===== config.mk =====
export PLATFORM = sky130hd
export DESIGN_NAME = id_control_unit_flat
export DESIGN_NICKNAME = d
export VERILOG_FILES = /design/src/rtl/id_control_unit_pkg.sv /design/src/rtl/id_control_unit_if.sv /design/src/rtl/id_control_unit_adder.sv /design/src/rtl/id_control_unit_control_unit.sv /design/src/rtl/id_control_unit_cu_mux.sv /design/src/rtl/id_control_unit.sv /design/src/flat_wrapper.sv
export SDC_FILE = /design/constraint.sdc
export NUM_CORES = 1
export LEC_CHECK = 0
export CORE_AREA = 8 8 74 70
export DETAILED_ROUTE_END_ITERATION = 6
export DIE_AREA = 0 0 82 78
export PLACE_DENSITY = 0.79
export REMOVE_ABC_BUFFERS = 1
export SETUP_SLACK_MARGIN = 0.2
export SLEW_MARGIN = 10
export SYNTH_ARGS = -nofsm -noshare
export SYNTH_HDL_FRONTEND = slang
export SYNTH_SLANG_ARGS = --single-unit

===== constraint.sdc =====
create_clock -name clk -period 2.1 [get_ports clk]
set_input_delay 0.42 -clock clk [delete_from_list [all_inputs] [get_ports clk]]
set_output_delay 0.42 -clock clk [all_outputs]
set_load 0.02 [all_outputs]

===== src/rtl/id_control_unit_pkg.sv =====
// Shared types and constants for the decode-stage control unit.
package id_control_unit_pkg;

  typedef enum logic [1:0] {
    ALU_ADD = 2'b00,
    ALU_SUB = 2'b01,
    ALU_AND = 2'b10,
    ALU_ORR = 2'b11
  } alu_op_e;

  // Instruction class, instr[27:25]
  localparam logic [2:0] DP_REG = 3'b000;
  localparam logic [2:0] DP_IMM = 3'b001;
  localparam logic [2:0] LS_IMM = 3'b010;
  localparam logic [2:0] LS_REG = 3'b011;
  localparam logic [2:0] BRANCH = 3'b101;

  // Data-processing opcodes, instr[24:21]
  localparam logic [3:0] OP_AND = 4'b0000;
  localparam logic [3:0] OP_SUB = 4'b0010;
  localparam logic [3:0] OP_ADD = 4'b0100;
  localparam logic [3:0] OP_TST = 4'b1000;
  localparam logic [3:0] OP_CMP = 4'b1010;
  localparam logic [3:0] OP_ORR = 4'b1100;

  typedef struct packed {
    logic       reg_write;
    logic       mem_write;
    logic       mem_to_reg;
    logic       alu_src;
    logic       pc_src;
    logic [1:0] status;   // [1] link, [0] set-flags
    alu_op_e    alu_op;
  } ctrl_t;

  function automatic alu_op_e dp_alu_op(input logic [3:0] opcode);
    alu_op_e op;
    case (opcode)
      OP_ADD:         op = ALU_ADD;
      OP_SUB, OP_CMP: op = ALU_SUB;
      OP_AND, OP_TST: op = ALU_AND;
      OP_ORR:         op = ALU_ORR;
      default:        op = ALU_ADD;
    endcase
    return op;
  endfunction

endpackage


===== src/rtl/id_control_unit_if.sv =====
// Decode-stage bus: fetch/decode inputs, raw controls and registered ID/EX controls.
interface id_control_unit_if;
  logic [31:0] pc_current;
  logic [31:0] instruction;
  logic        nop_select;
  logic [31:0] pc_plus_4;
  logic        reg_write_enable;
  logic        mem_write_enable;
  logic        mem_to_reg_select;
  logic        alu_source_select;
  logic        pc_source_select;
  logic [1:0]  status_bits;
  logic [1:0]  alu_operation;
  logic        ex_reg_write_enable;
  logic        ex_mem_write_enable;
  logic        ex_mem_to_reg_select;
  logic        ex_alu_source_select;
  logic        ex_pc_source_select;
  logic [1:0]  ex_status_bits;
  logic [1:0]  ex_alu_operation;

  modport master (
    output pc_current, instruction, nop_select,
    input  pc_plus_4, reg_write_enable, mem_write_enable, mem_to_reg_select,
           alu_source_select, pc_source_select, status_bits, alu_operation,
           ex_reg_write_enable, ex_mem_write_enable, ex_mem_to_reg_select,
           ex_alu_source_select, ex_pc_source_select, ex_status_bits, ex_alu_operation
  );

  modport slave (
    input  pc_current, instruction, nop_select,
    output pc_plus_4, reg_write_enable, mem_write_enable, mem_to_reg_select,
           alu_source_select, pc_source_select, status_bits, alu_operation,
           ex_reg_write_enable, ex_mem_write_enable, ex_mem_to_reg_select,
           ex_alu_source_select, ex_pc_source_select, ex_status_bits, ex_alu_operation
  );
endinterface


===== src/rtl/id_control_unit_adder.sv =====
// Sequential fetch address: PC + 4, wrapping modulo 2^32.
module pc_adder (
  input  logic [31:0] pc_i,
  output logic [31:0] pc_plus_4_o
);
  assign pc_plus_4_o = pc_i + 32'd4;
endmodule


===== src/rtl/id_control_unit_control_unit.sv =====
// Instruction decoder: IF/ID word to raw datapath controls (condition field ignored).
module control_unit
  import id_control_unit_pkg::*;
(
  input  logic [31:0] instr_i,
  output ctrl_t       ctrl_o
);
  always_comb begin
    ctrl_o = '0;
    // The all-zero word would otherwise decode as AND R0,R0,R0.
    if (instr_i != '0) begin
      case (instr_i[27:25])
        DP_REG, DP_IMM: begin
          ctrl_o.reg_write = (instr_i[24:23] != 2'b10);
          ctrl_o.alu_src   = instr_i[25];
          ctrl_o.status    = {1'b0, instr_i[20]};
          ctrl_o.alu_op    = dp_alu_op(instr_i[24:21]);
        end
        LS_IMM, LS_REG: begin
          ctrl_o.alu_src    = ~instr_i[25];
          ctrl_o.alu_op     = instr_i[23] ? ALU_ADD : ALU_SUB;
          ctrl_o.reg_write  = instr_i[20];
          ctrl_o.mem_to_reg = instr_i[20];
          ctrl_o.mem_write  = ~instr_i[20];
        end
        BRANCH: begin
          ctrl_o.pc_src    = 1'b1;
          ctrl_o.alu_src   = 1'b1;
          ctrl_o.alu_op    = ALU_ADD;
          ctrl_o.reg_write = instr_i[24];
          ctrl_o.status    = {instr_i[24], 1'b0};
        end
        default: ctrl_o = '0;
      endcase
    end
  end
endmodule


===== src/rtl/id_control_unit_cu_mux.sv =====
// Bubble mux: forces every control to zero when a bubble is requested.
module cu_mux
  import id_control_unit_pkg::*;
(
  input  ctrl_t ctrl_i,
  input  logic  nop_select_i,
  output ctrl_t ctrl_o
);
  assign ctrl_o = nop_select_i ? ctrl_t'('0) : ctrl_i;
endmodule


===== src/rtl/id_control_unit.sv =====
// Decode-stage control: PC+4, instruction decode, bubble mux and ID/EX control register.
module id_control_unit
  import id_control_unit_pkg::*;
(
  input  logic             clk,
  input  logic             reset,
  id_control_unit_if.slave bus
);
  ctrl_t raw_ctrl;
  ctrl_t mux_ctrl;
  ctrl_t ex_ctrl_q;
  ctrl_t ex_ctrl_d;

  pc_adder u_adder (
    .pc_i        (bus.pc_current),
    .pc_plus_4_o (bus.pc_plus_4)
  );

  control_unit u_decode (
    .instr_i (bus.instruction),
    .ctrl_o  (raw_ctrl)
  );

  cu_mux u_mux (
    .ctrl_i       (raw_ctrl),
    .nop_select_i (bus.nop_select),
    .ctrl_o       (mux_ctrl)
  );

  assign ex_ctrl_d = mux_ctrl;

  always_ff @(posedge clk or posedge reset) begin
    if (reset) ex_ctrl_q <= '0;
    else       ex_ctrl_q <= ex_ctrl_d;
  end

  assign bus.reg_write_enable  = raw_ctrl.reg_write;
  assign bus.mem_write_enable  = raw_ctrl.mem_write;
  assign bus.mem_to_reg_select = raw_ctrl.mem_to_reg;
  assign bus.alu_source_select = raw_ctrl.alu_src;
  assign bus.pc_source_select  = raw_ctrl.pc_src;
  assign bus.status_bits       = raw_ctrl.status;
  assign bus.alu_operation     = raw_ctrl.alu_op;

  assign bus.ex_reg_write_enable  = ex_ctrl_q.reg_write;
  assign bus.ex_mem_write_enable  = ex_ctrl_q.mem_write;
  assign bus.ex_mem_to_reg_select = ex_ctrl_q.mem_to_reg;
  assign bus.ex_alu_source_select = ex_ctrl_q.alu_src;
  assign bus.ex_pc_source_select  = ex_ctrl_q.pc_src;
  assign bus.ex_status_bits       = ex_ctrl_q.status;
  assign bus.ex_alu_operation     = ex_ctrl_q.alu_op;
endmodule


===== src/flat_wrapper.sv =====
// flat-port wrapper written by rule: the top's interface ports become plain ports
module id_control_unit_flat import id_control_unit_pkg::*;
  (clk, reset, bus_pc_current, bus_instruction, bus_nop_select, bus_pc_plus_4, bus_reg_write_enable, bus_mem_write_enable, bus_mem_to_reg_select, bus_alu_source_select, bus_pc_source_select, bus_status_bits, bus_alu_operation, bus_ex_reg_write_enable, bus_ex_mem_write_enable, bus_ex_mem_to_reg_select, bus_ex_alu_source_select, bus_ex_pc_source_select, bus_ex_status_bits, bus_ex_alu_operation);
  id_control_unit_if bus_i ();
  input  logic clk;
  input  logic reset;
  input wire logic [$bits(bus_i.pc_current)-1:0] bus_pc_current;
  input wire logic [$bits(bus_i.instruction)-1:0] bus_instruction;
  input wire logic [$bits(bus_i.nop_select)-1:0] bus_nop_select;
  output wire logic [$bits(bus_i.pc_plus_4)-1:0] bus_pc_plus_4;
  output wire logic [$bits(bus_i.reg_write_enable)-1:0] bus_reg_write_enable;
  output wire logic [$bits(bus_i.mem_write_enable)-1:0] bus_mem_write_enable;
  output wire logic [$bits(bus_i.mem_to_reg_select)-1:0] bus_mem_to_reg_select;
  output wire logic [$bits(bus_i.alu_source_select)-1:0] bus_alu_source_select;
  output wire logic [$bits(bus_i.pc_source_select)-1:0] bus_pc_source_select;
  output wire logic [$bits(bus_i.status_bits)-1:0] bus_status_bits;
  output wire logic [$bits(bus_i.alu_operation)-1:0] bus_alu_operation;
  output wire logic [$bits(bus_i.ex_reg_write_enable)-1:0] bus_ex_reg_write_enable;
  output wire logic [$bits(bus_i.ex_mem_write_enable)-1:0] bus_ex_mem_write_enable;
  output wire logic [$bits(bus_i.ex_mem_to_reg_select)-1:0] bus_ex_mem_to_reg_select;
  output wire logic [$bits(bus_i.ex_alu_source_select)-1:0] bus_ex_alu_source_select;
  output wire logic [$bits(bus_i.ex_pc_source_select)-1:0] bus_ex_pc_source_select;
  output wire logic [$bits(bus_i.ex_status_bits)-1:0] bus_ex_status_bits;
  output wire logic [$bits(bus_i.ex_alu_operation)-1:0] bus_ex_alu_operation;
  assign bus_i.pc_current = bus_pc_current;
  assign bus_i.instruction = bus_instruction;
  assign bus_i.nop_select = bus_nop_select;
  assign bus_pc_plus_4 = bus_i.pc_plus_4;
  assign bus_reg_write_enable = bus_i.reg_write_enable;
  assign bus_mem_write_enable = bus_i.mem_write_enable;
  assign bus_mem_to_reg_select = bus_i.mem_to_reg_select;
  assign bus_alu_source_select = bus_i.alu_source_select;
  assign bus_pc_source_select = bus_i.pc_source_select;
  assign bus_status_bits = bus_i.status_bits;
  assign bus_alu_operation = bus_i.alu_operation;
  assign bus_ex_reg_write_enable = bus_i.ex_reg_write_enable;
  assign bus_ex_mem_write_enable = bus_i.ex_mem_write_enable;
  assign bus_ex_mem_to_reg_select = bus_i.ex_mem_to_reg_select;
  assign bus_ex_alu_source_select = bus_i.ex_alu_source_select;
  assign bus_ex_pc_source_select = bus_i.ex_pc_source_select;
  assign bus_ex_status_bits = bus_i.ex_status_bits;
  assign bus_ex_alu_operation = bus_i.ex_alu_operation;
  id_control_unit u_core (.clk(clk), .reset(reset), .bus(bus_i));
endmodule

==> results.py <==
metrics = {
    "pwr": {
        "ir_drop_uv": 129.1,
        "power_density_nw_per_um2": 285.8,
        "finalPower_uw": 866.3,
        "leakagePower_uw": 0.001468,
    },
    "critical_path": {
        "path_cells": "buf_6 -> buf_6 -> nand4_1 -> buf_4 -> nor4_4 -> buf_6 -> nand4_1 -> xnor2_1 -> buf_4",
        "critPathCapture": "bus_pc_plus_4[25]",
        "required_ps": 1680,
        "path_depth": 9,
        "startpoint": "bus_pc_current[10]",
        "start_kind": "input pin",
        "crit_buf_inv": 5,
        "setup.worst_path.end_class": "output port",
        "cp_slowest_stage_delay_ps": 290,
        "cp.arrival_ps": 1850,
        "cpMostUsedCell": "buf_6",
        "crit_type": "input pin to output port",
        "crit_fanout": 5,
        "cp_slowest_cell": "nor4_4",
        "path_delay_family": "buffers and inverters",
    },
    "detailed_routing": {
        "wire_per_inst_um": 17.72,
        "postRouteAntennaNets": 0,
        "routed-via-count": 1819,
        "first_pass_iters": 4,
        "drt_wl_total_mm": 6.646,
        "route.detailed.vias_per_inst": 4.851,
        "drtIter0Drc": 57,
        "drc": 0,
    },
    "place": {
        "gp_congestion": 0.8731,
        "place_hpwl_mm": 4.772,
        "port_buffers": 112,
        "placed_cell_area_um2": 2661,
    },
    "cells_and_area": {
        "syn_to_final_growth_pct": 176.9,
        "multi_input_area_um2": 1160,
        "layout.nets": 396,
        "n_fill_cell": 274,
        "design_area_um2": 3032,
        "utilization_pct": 77.56,
        "drive_above_1_share_pct": 60.55,
        "antenna-diode-count": 0,
        "seqCellArea_um2": 225.2,
    },
    "timing": {
        "worst_pin_slew_ps": 324.4,
        "slew_viol_final": 0,
        "slew_headroom_pct": 78.35,
        "hold_viol": 0,
        "max_freq_mhz": 439.6,
        "rsz0062_at_grt": "true",
        "post-route-min-period_ps": 2275,
        "period_share_pct": 108.3,
        "setup_ws_ps": -174.7,
        "setup_viol_count_final": 10,
    },
    "cts": {
        "numCtsBuffers": 3,
        "clockBufferDepth": 2,
        "root_buffer": "clkbuf_8",
        "cts_tree": "built",
        "clk_pin_slew_ps": 40,
        "postCtsHoldBufs": 0,
        "cts_max_level": 1,
        "cts_sinks": 9,
    },
    "floorplanning": {
        "num_rows": 22,
        "die_width_um": 82,
        "initial_utilization_pct": 28.01,
        "die_y_um": 78,
        "core_um2": 3909,
        "pin_count": 117,
        "dieArea_um2": 6396,
    },
    "yosys": {
        "ys_types": 34,
        "synth_largest_area_cell": "dfrtp_1",
        "ys_seq_elements": 9,
        "synthCells": 140,
        "synth_top_cells_by_area": "dfrtp_1, xnor2_1, nor4_1",
        "synth_warnings": 0,
        "synth.avg_cell_area_um2": 7.820,
        "seq_area_frac_synth_pct": 20.57,
        "yosysTopAreaCellShare_pct": 20.57,
        "synth_area_um2": 1095,
    },
    "global_routing": {
        "grt_start_max_net_pins": 10,
        "grt_pass1_vias": 1996,
        "grt_first_pass_wirelength_mm": 9.908,
        "grt_use_total_pct": 19.42,
        "gr-total-overflow": 0,
        "grt_antenna_before_repair": 0,
    },
    "job": {
        "maxCapViolCount": 0,
    },
    "worst_hold_path": {
        "hold_class": "input pin to async pin",
    },
    "run_status": {
        "violations": "negative setup slack",
        "status": "finished, violations left",
    },
}
## flip-flops by register name, summed over array words and instances, names as in the netlist
signal,count
u_core.bus.ex_mem_to_reg_select,1
u_core.bus.ex_status_bits,2
u_core.bus.ex_reg_write_enable,1
u_core.bus.ex_pc_source_select,1
u_core.bus.ex_alu_source_select,1
u_core.bus.ex_mem_write_enable,1
u_core.bus.ex_alu_operation,2
## cell families after synthesis
group,synth area share [%]
muxes,0.9143
DFF,20.57
AOI/OAI and AO/OA,2.171
buffers and inverters,5.257
and+or+nand+nor,47.55
adders and majority gates,1.143
xor gates and xnor gates,22.40
## placed cells by master (no fill, tap or decap), drive strengths merged
cell type | Yosys | routed
and3b | 1 | 1
inv | 10 | 10
clkbuf | 0 | 12
xnor2 | 22 | 22
nand4 | 8 | 8
nor3b | 1 | 1
nand2b | 2 | 2
or4 | 3 | 3
nand3 | 14 | 14
dlygate4sd2 | 0 | 15
nor3 | 7 | 7
nand3b | 1 | 1
nor2 | 17 | 17
xor2 | 6 | 6
nand4b | 1 | 1
clkdlybuf4s50 | 0 | 15
nor4bb | 1 | 1
and2 | 1 | 1
nor4 | 13 | 13
a221o | 1 | 1
clkdlybuf4s15 | 0 | 11
dfrtp | 9 | 9
a21oi | 1 | 1
nor2b | 3 | 3
and3 | 2 | 2
buf | 3 | 137
mux2i | 1 | 1
ha | 1 | 1
a2bb2oi | 1 | 1
nand2 | 10 | 10
## routing by layer
layer  part of all wire (%)  global-route usage (%)  vias up
li1                       -                       -      874
met1                     35                   19.18      829
met2                     51                   35.83       95
met3                     10                   8.065       21
met4                    3.1                   4.912        0
met5                      0                       0        -
## worst min-delay path by stage
| stage | slack (ps) | from | to | cells after the start |
|---|---|---|---|---|
| finish | 470 | reset | u_core.bus.ex_alu_source_select$_DFF_PP0_ | 2 |
| global route | 520 | reset | u_core.bus.ex_alu_source_select$_DFF_PP0_ | 2 |
| CTS | 480 | reset | u_core.bus.ex_alu_operation[0]$_DFF_PP0_ | 2 |
| detailed placement | 720 | reset | u_core.bus.ex_alu_operation[0]$_DFF_PP0_ | 2 |
| global placement | 680 | reset | u_core.bus.ex_mem_to_reg_select$_DFF_PP0_ | 2 |
| floorplan | 250 | reset | u_core.bus.ex_alu_operation[0]$_DFF_PP0_ | 1 |
## through the flow
stage	setup TNS, ps	hold slack (ps)	std cells	setup slack, ps
2_1_floorplan	-353.3	247.9	137	-93.31
3_3_place_gp	-26560	682.8	351	-1026
3_5_place_dp	-27280	724.9	351	-1085
4_1_cts	-166.2	483.8	368	-47.35
5_1_grt	-1571	523.2	375	-198.8
6_report	-866.3	467.2	375	-174.7
## cells in the mapped netlist, drive strengths merged
cell type	n
xnor2	22
nor2	17
nand3	14
nor4	13
inv	10
nand2	10
dfrtp	9
nand4	8
nor3	7
xor2	6
buf	3
nor2b	3
or4	3
and3	2
nand2b	2
a21oi	1
a221o	1
a2bb2oi	1
and2	1
and3b	1
ha	1
mux2i	1
nand3b	1
nand4b	1
nor3b	1
nor4bb	1
## repair_timing
action,in CTS,in global routing
resized for setup,377,54
pin swaps,50,31
cloned,0,0
endpoints found under the setup margin,39,29
setup buffers,13,7
endpoints found under the hold margin,0,0
## power by group
part,total [uW],switching (uW),internal [uW]
Sequential,181,1.44,180
Combinational,490,237,253
Clock,196,63.7,132
Total,866,302,565
## cell type report
cell class | count | area share (%)
clock buffers | 4 | 1.486
inverters | 10 | 1.238
multi-input cells | 118 | 38.26
flip-flops and latches | 9 | 7.429
well taps | 48 | 1.981
repair buffers | 186 | 49.61
Note: power is estimated with default switching activity, not from simulation.
